`config.mk`:
```
export PLATFORM = sky130hd
export DESIGN_NAME = io_pad_bank
export DESIGN_NICKNAME = d
export VERILOG_FILES = /design/src/rtl/io_pad_bank.sv
export SDC_FILE = /design/constraint.sdc
export NUM_CORES = 1
export LEC_CHECK = 0
export CORE_ASPECT_RATIO = 1.25
export CORE_MARGIN = 2
export CORE_UTILIZATION = 40
export DETAILED_ROUTE_END_ITERATION = 10
export GPL_TIMING_DRIVEN = 1
export PLACE_DENSITY_LB_ADDON = 0.12
export SLEW_MARGIN = 15
export SYNTH_ARGS = -nofsm -noshare
export SYNTH_HDL_FRONTEND = slang
export SYNTH_SLANG_ARGS = --single-unit
```
`constraint.sdc`:
```
create_clock -name clk -period 1.6 [get_ports clk]
set_input_delay 0.4 -clock clk [delete_from_list [all_inputs] [get_ports clk]]
set_output_delay 0.4 -clock clk [all_outputs]
set_load 0.1 [all_outputs]
```
`src/rtl/io_pad_bank.sv`:
```
// GPIO pad bank: registered push-pull/open-drain drive, synchronised glitch-filtered input, sticky edge interrupts.
// Latency: 1 clk out_* -> pad; SYNC_STAGES+F+1 clk pad_p2c -> in_value/irq_pending.
// Backpressure: none; every input is sampled each cycle.
module io_pad_bank #(
   parameter int WIDTH       = 8,
   parameter int SYNC_STAGES = 2,
   parameter int FILTER_BITS = 4
) (
   input  logic                   clk,
   input  logic                   reset,
   input  logic [WIDTH-1:0]       out_value,
   input  logic [WIDTH-1:0]       out_enable,
   input  logic [WIDTH-1:0]       open_drain,
   input  logic [FILTER_BITS-1:0] filter_cycles,
   input  logic [WIDTH-1:0]       irq_rise_en,
   input  logic [WIDTH-1:0]       irq_fall_en,
   input  logic [WIDTH-1:0]       irq_clear,
   output logic [WIDTH-1:0]       in_value,
   output logic [WIDTH-1:0]       irq_pending,
   output logic                   irq,
   output logic [WIDTH-1:0]       pad_c2p,
   output logic [WIDTH-1:0]       pad_c2p_en,
   input  logic [WIDTH-1:0]       pad_p2c
);

   logic [WIDTH-1:0]       c2p_q, c2p_d;
   logic [WIDTH-1:0]       c2p_en_q, c2p_en_d;
   logic [WIDTH-1:0]       sync_q [SYNC_STAGES];
   logic [WIDTH-1:0]       sync;
   logic [WIDTH-1:0]       stable_q, stable_d;
   logic [FILTER_BITS-1:0] cnt_q [WIDTH];
   logic [FILTER_BITS-1:0] cnt_d [WIDTH];
   logic [WIDTH-1:0]       pend_q, pend_d;
   logic [WIDTH-1:0]       rise, fall;

   // Open-drain never drives high: it pulls low or releases the pad.
   always_comb begin
      c2p_d    = out_value & ~open_drain;
      c2p_en_d = out_enable & (~open_drain | ~out_value);
   end

   assign sync = sync_q[SYNC_STAGES-1];

   always_comb begin
      stable_d = stable_q;
      for (int i = 0; i < WIDTH; i++) begin
         cnt_d[i] = cnt_q[i];
         if (sync[i] == stable_q[i]) begin
            cnt_d[i] = '0;
         end else if (cnt_q[i] >= filter_cycles) begin
            stable_d[i] = sync[i];
            cnt_d[i]    = '0;
         end else begin
            cnt_d[i] = cnt_q[i] + FILTER_BITS'(1);
         end
      end
   end

   // A new event wins over a same-cycle clear so no edge is lost.
   always_comb begin
      rise   = stable_d & ~stable_q;
      fall   = ~stable_d & stable_q;
      pend_d = (rise & irq_rise_en) | (fall & irq_fall_en) | (pend_q & ~irq_clear);
   end

   always_ff @(posedge clk or negedge reset) begin
      if (!reset) begin
         c2p_q    <= '0;
         c2p_en_q <= '0;
         stable_q <= '0;
         pend_q   <= '0;
         for (int s = 0; s < SYNC_STAGES; s++) sync_q[s] <= '0;
         for (int i = 0; i < WIDTH; i++) cnt_q[i] <= '0;
      end else begin
         c2p_q    <= c2p_d;
         c2p_en_q <= c2p_en_d;
         stable_q <= stable_d;
         pend_q   <= pend_d;
         sync_q[0] <= pad_p2c;
         for (int s = 1; s < SYNC_STAGES; s++) sync_q[s] <= sync_q[s-1];
         for (int i = 0; i < WIDTH; i++) cnt_q[i] <= cnt_d[i];
      end
   end

   assign pad_c2p     = c2p_q;
   assign pad_c2p_en  = c2p_en_q;
   assign in_value    = stable_q;
   assign irq_pending = pend_q;
   assign irq         = |pend_q;

endmodule
```
After elaboration in Yosys (flattened, before gate mapping):

Cells that the tools add are included.

* multiplexer cells: 32
* bitwise gates (word level): 15
* equality and inequality tests: 8
* reductions and logical operators: 1
* order comparisons: 8
* add/subtract/negate cells: 8

Operator list (count)
* 4-bit 2-to-1 mux: 16
* 8-bit bitwise AND: 7
* 8-bit NOT: 5
* 4-bit by 1-bit adder with 4-bit output (second input constant): 8
* 4-bit greater-or-equal comparator: 8
* 8-bit bitwise OR: 3
* 1-bit 2-to-1 mux: 16
* 1-bit == test: 8
* 8-bit OR reduction: 1

* output and inout port bits: 33
* word-level logic and storage cells: 86
* input bits: 62
* register bits: 80

Depth between registers and ports, before layout:

* depth after elaboration: 8
* depth in mapped cells: 6
* mapped depth without buffers: 6

Worst setup path before layout:

No wires, ideal clock.

* path kind: flip-flop to output port
* start point: reg pend_q[6] (netlist: irq_pending[6])
* end point: out irq
* stages on the path, launching flop included: 3
* arrival time: 1.756 ns
* data required time: 1.200 ns
* path buffers: 0
* path slack: -0.556 ns
* path through: dfrtp_1 nor4_1 nand2_1

* word-level cells in the longest chain between the ends: 1

RTL lines
* from (decl): line 33 `logic [WIDTH-1:0] pend_q, pend_d;`
* from (signal assigned): line 78 `pend_q <= pend_d;`
* 8-bit OR reduction: line 89 `assign irq = |pend_q;`
* to (decl): line 20 `output logic irq,`

Every way passes these cells.

Worst setup path in the final report:

* start point: reg pend_q[2] (netlist: irq_pending[2])
* end point: out irq

The elaborated chain is that of the path after synthesis.

==> out/results.tsv <==
stage	metric	value	unit
logic_synthesis	cell count after synthesis	318	
cells_and_area	share of cells above drive strength 1	34.5	%
sta	f_max	541	MHz
run	Max-cap violations	0	
clock_tree	Worst-path clk slew	0.05	ns
pwr	P_leak	0.00272	uW
critical_path	crit start category	flop	
critical_path	slowest CP cell	dfrtp_4	
route	Routed Antenna Nets	0	
status	status	complete, but fails checks	
pwr	peak supply drop	0.801	mV
global_route	first-pass GRT wire length	13.8	mm
clock_tree	total clock sinks	80	
die	row cnt	40	
clock_tree	Skew-Pair Late Insertion Delay	0.33	ns
critical_path	flop2flop setup slack	-0.06	ns
global_route	Total GRT Usage	16.8	%
cells_and_area	commonest non-fill, non-tap cell in the layout	dfrtp_1	
sta	RSZ-0062 raised after global routing	yes	
logic_synthesis	Netlist cell types	19	
route	Wirelength per Cell	13.6	um
critical_path	CP max FO	2	
clock_tree	CTS buffer count	9	
cells_and_area	nets@finish	547	
critical_path	CP max stage delay	0.49	ns
sta	Hold Slack	0.0291	ns
route	DRC viols	0	
cells_and_area	ant diodes	0	
critical_path	R2R cell count	6	
sta	Final Hold Viols	0	
sta	worst setup margin	-0.249	ns
die	Die X	92.4	um
critical_path	CP cell instances	nor4_4 > buf_4 > nand2_4 > buf_12	
logic_synthesis	Area contributors post-synth	dfrtp_1, ha_1, a2111oi_4	
global_route	vias in the first global route	3038	
sta	clk_skew	0.00319	ns
clock_tree	worst-case clock buffer depth	2	
placement	Post-DP HPWL	5.64	mm
route	Vias	2762	
global_route	pin count of the biggest net entering global routing	33	
critical_path	sum of buffers and inverters on the critical path	2	
sta	Relative slew margins	67.9	%
sta	Tcrit/Tclk final	116	%
critical_path	worst setup path class	flop to output pin	
clock_tree	depth of the CTS H-tree	3	
clock_tree	TritonCTS clock tree	done	
die	core box area	9560	sq um
die	initial core utilization	40.9	%
logic_synthesis	post-synth net total	420	
sta	fin. max-slew vios	0	
clock_tree	root buffer cell	clkbuf_16	
pwr	Design Power	9650	uW
die	IO Pins	95	
worst_hold_path	worst hold path type	input pin to async pin	
logic_synthesis	largest area contributor in the netlist	dfrtp_1	
logic_synthesis	synth warn	0	
route	Post-Route WL	7.82	mm
critical_path	CP delay by family, top	flip-flops	
cells_and_area	most frequent cells in the layout	dfrtp_1, clkdlybuf4s50_1, buf_12	
placement	Buffers on Ports	94	
pwr	Cell Pwr Density	1560	nW/um^2
die	Die Y	115	um
sta	fin crit period	1.85	ns
sta	worst-margin pin slew	0.482	ns
critical_path	endpoint class of the critical path	output pin	
route	vias per cell	4.80	
logic_synthesis	Netlist Area Pre-Place	3910	sq um
route	Initial DRC Count	90	
status	failing checks	setup timing	
logic_synthesis	register area share after synthesis	51.2	%
logic_synthesis	Synth Register Bits	80	
critical_path	Critical Path AT	1.45	ns
cells_and_area	Synth-to-Final Area Change	58.3	%
route	TritonRoute pass-1 iters	4	
critical_path	r2r startpoint	cnt_q[16]	
global_route	GRT overflow	0	
critical_path	Worst EP required	1.20	ns
logic_synthesis	syn avg cell area	12.3	sq um
global_route	antenna violations before repair	0	
sta	Setup Viol. Count Final	8	
placement	routability cong.	0.719	
die	die area	10600	sq um
critical_path	worst r2r dst	in_value[3]	
logic_synthesis	Synth top area share	51.2	%
area by class of cell:
type,count,area [sq um]
fill,744,3370
multi-input combinational,211,2130
sequential,80,2020
timing repair buffer,116,1500
clock buffer,15,268
tap,126,158
inverter,27,113
sequential cells by signal (all words and copies together) (netlist names):
signal       flops
cnt_q           32
in_value         8
irq_pending      8
pad_c2p          8
pad_c2p_en       8
sync             8
sync_q           8
through the flow:
| step | setup TNS [ns] | worst slack (ns) | std cells | utilization, % | cell area [sq um] |
|---|---|---|---|---|---|
| floorplan | -0.707 | -0.0813 | 318 | - | 3950 |
| global placement | -29.31 | -0.743 | 552 | 57.7 | 5520 |
| detailed placement | -30.09 | -0.775 | 552 | 57.7 | 5520 |
| CTS | -0.372 | -0.270 | 573 | 64.2 | 6140 |
| global route | -1.36 | -0.312 | 575 | 64.8 | 6190 |
| finish | -0.470 | -0.249 | 575 | 64.8 | 6190 |
kinds of logic (layout without fill, tap and decap cells):
logic type | count (synthesis) | in the layout | synth area share (%)
muxes | 8 | 8 | 3.07
and+or+nand+nor | 91 | 91 | 12.4
DFF | 80 | 80 | 51.2
xor gates and xnor gates | 24 | 24 | 5.37
adders and majority gates | 40 | 40 | 12.8
buffers and inverters | 27 | 158 | 2.59
AOI/OAI and AO/OA | 48 | 48 | 12.5
synthesized netlist by cell type:
master	number
mux2_4	8
o21a_1	8
xor2_1	16
nor2b_1	8
nand3b_1	8
nor4_1	2
o21ai_0	8
nand2b_4	8
nor2_1	48
a21boi_0	8
o21ai_1	8
ha_1	40
nand2_1	9
dfrtp_1	80
a2111oi_4	8
nand3_1	8
xnor2_1	8
inv_1	27
a22o_1	8
worst max path at each step:
stage / depth (start not counted) / slack, ns / from / end
2_1_floorplan: 5 / -0.08 / filter_cycles[1] / in_value[7]
3_3_place_gp: 7 / -0.74 / filter_cycles[0] / in_value[0]
3_5_place_dp: 6 / -0.77 / filter_cycles[1] / in_value[4]
4_1_cts: 4 / -0.27 / irq_pending[1] / irq
5_1_grt: 4 / -0.31 / irq_pending[2] / irq
6_report: 4 / -0.25 / irq_pending[2] / irq
where the power goes:
part / switching [uW] / total [uW] / internal, uW
Combinational: 2600 / 4900 / 2290
Sequential: 488 / 2910 / 2420
Clock: 718 / 1850 / 1130
routing by layer:
layer | track usage [%] | wire length (um) | vias up
met3 | 6.25 | 677 | 11
met2 | 27.7 | 3920 | 87
li1 | - | - | 1342
met5 | 0 | 0 | -
met1 | 19.6 | 3090 | 1322
met4 | 6.87 | 139 | 0
what timing repair did:
| item | 4_1_cts | 5_1_grt |
|---|---|---|
| resized for setup | 60 | 12 |
| endpoints found under the hold margin | 0 | 0 |
| pin swaps | 19 | 10 |
| hold buffers | 0 | 0 |
| setup endpoints to repair | 49 | 28 |
| buffers inserted | 6 | 2 |
Power figures use the tool's default switching activity.
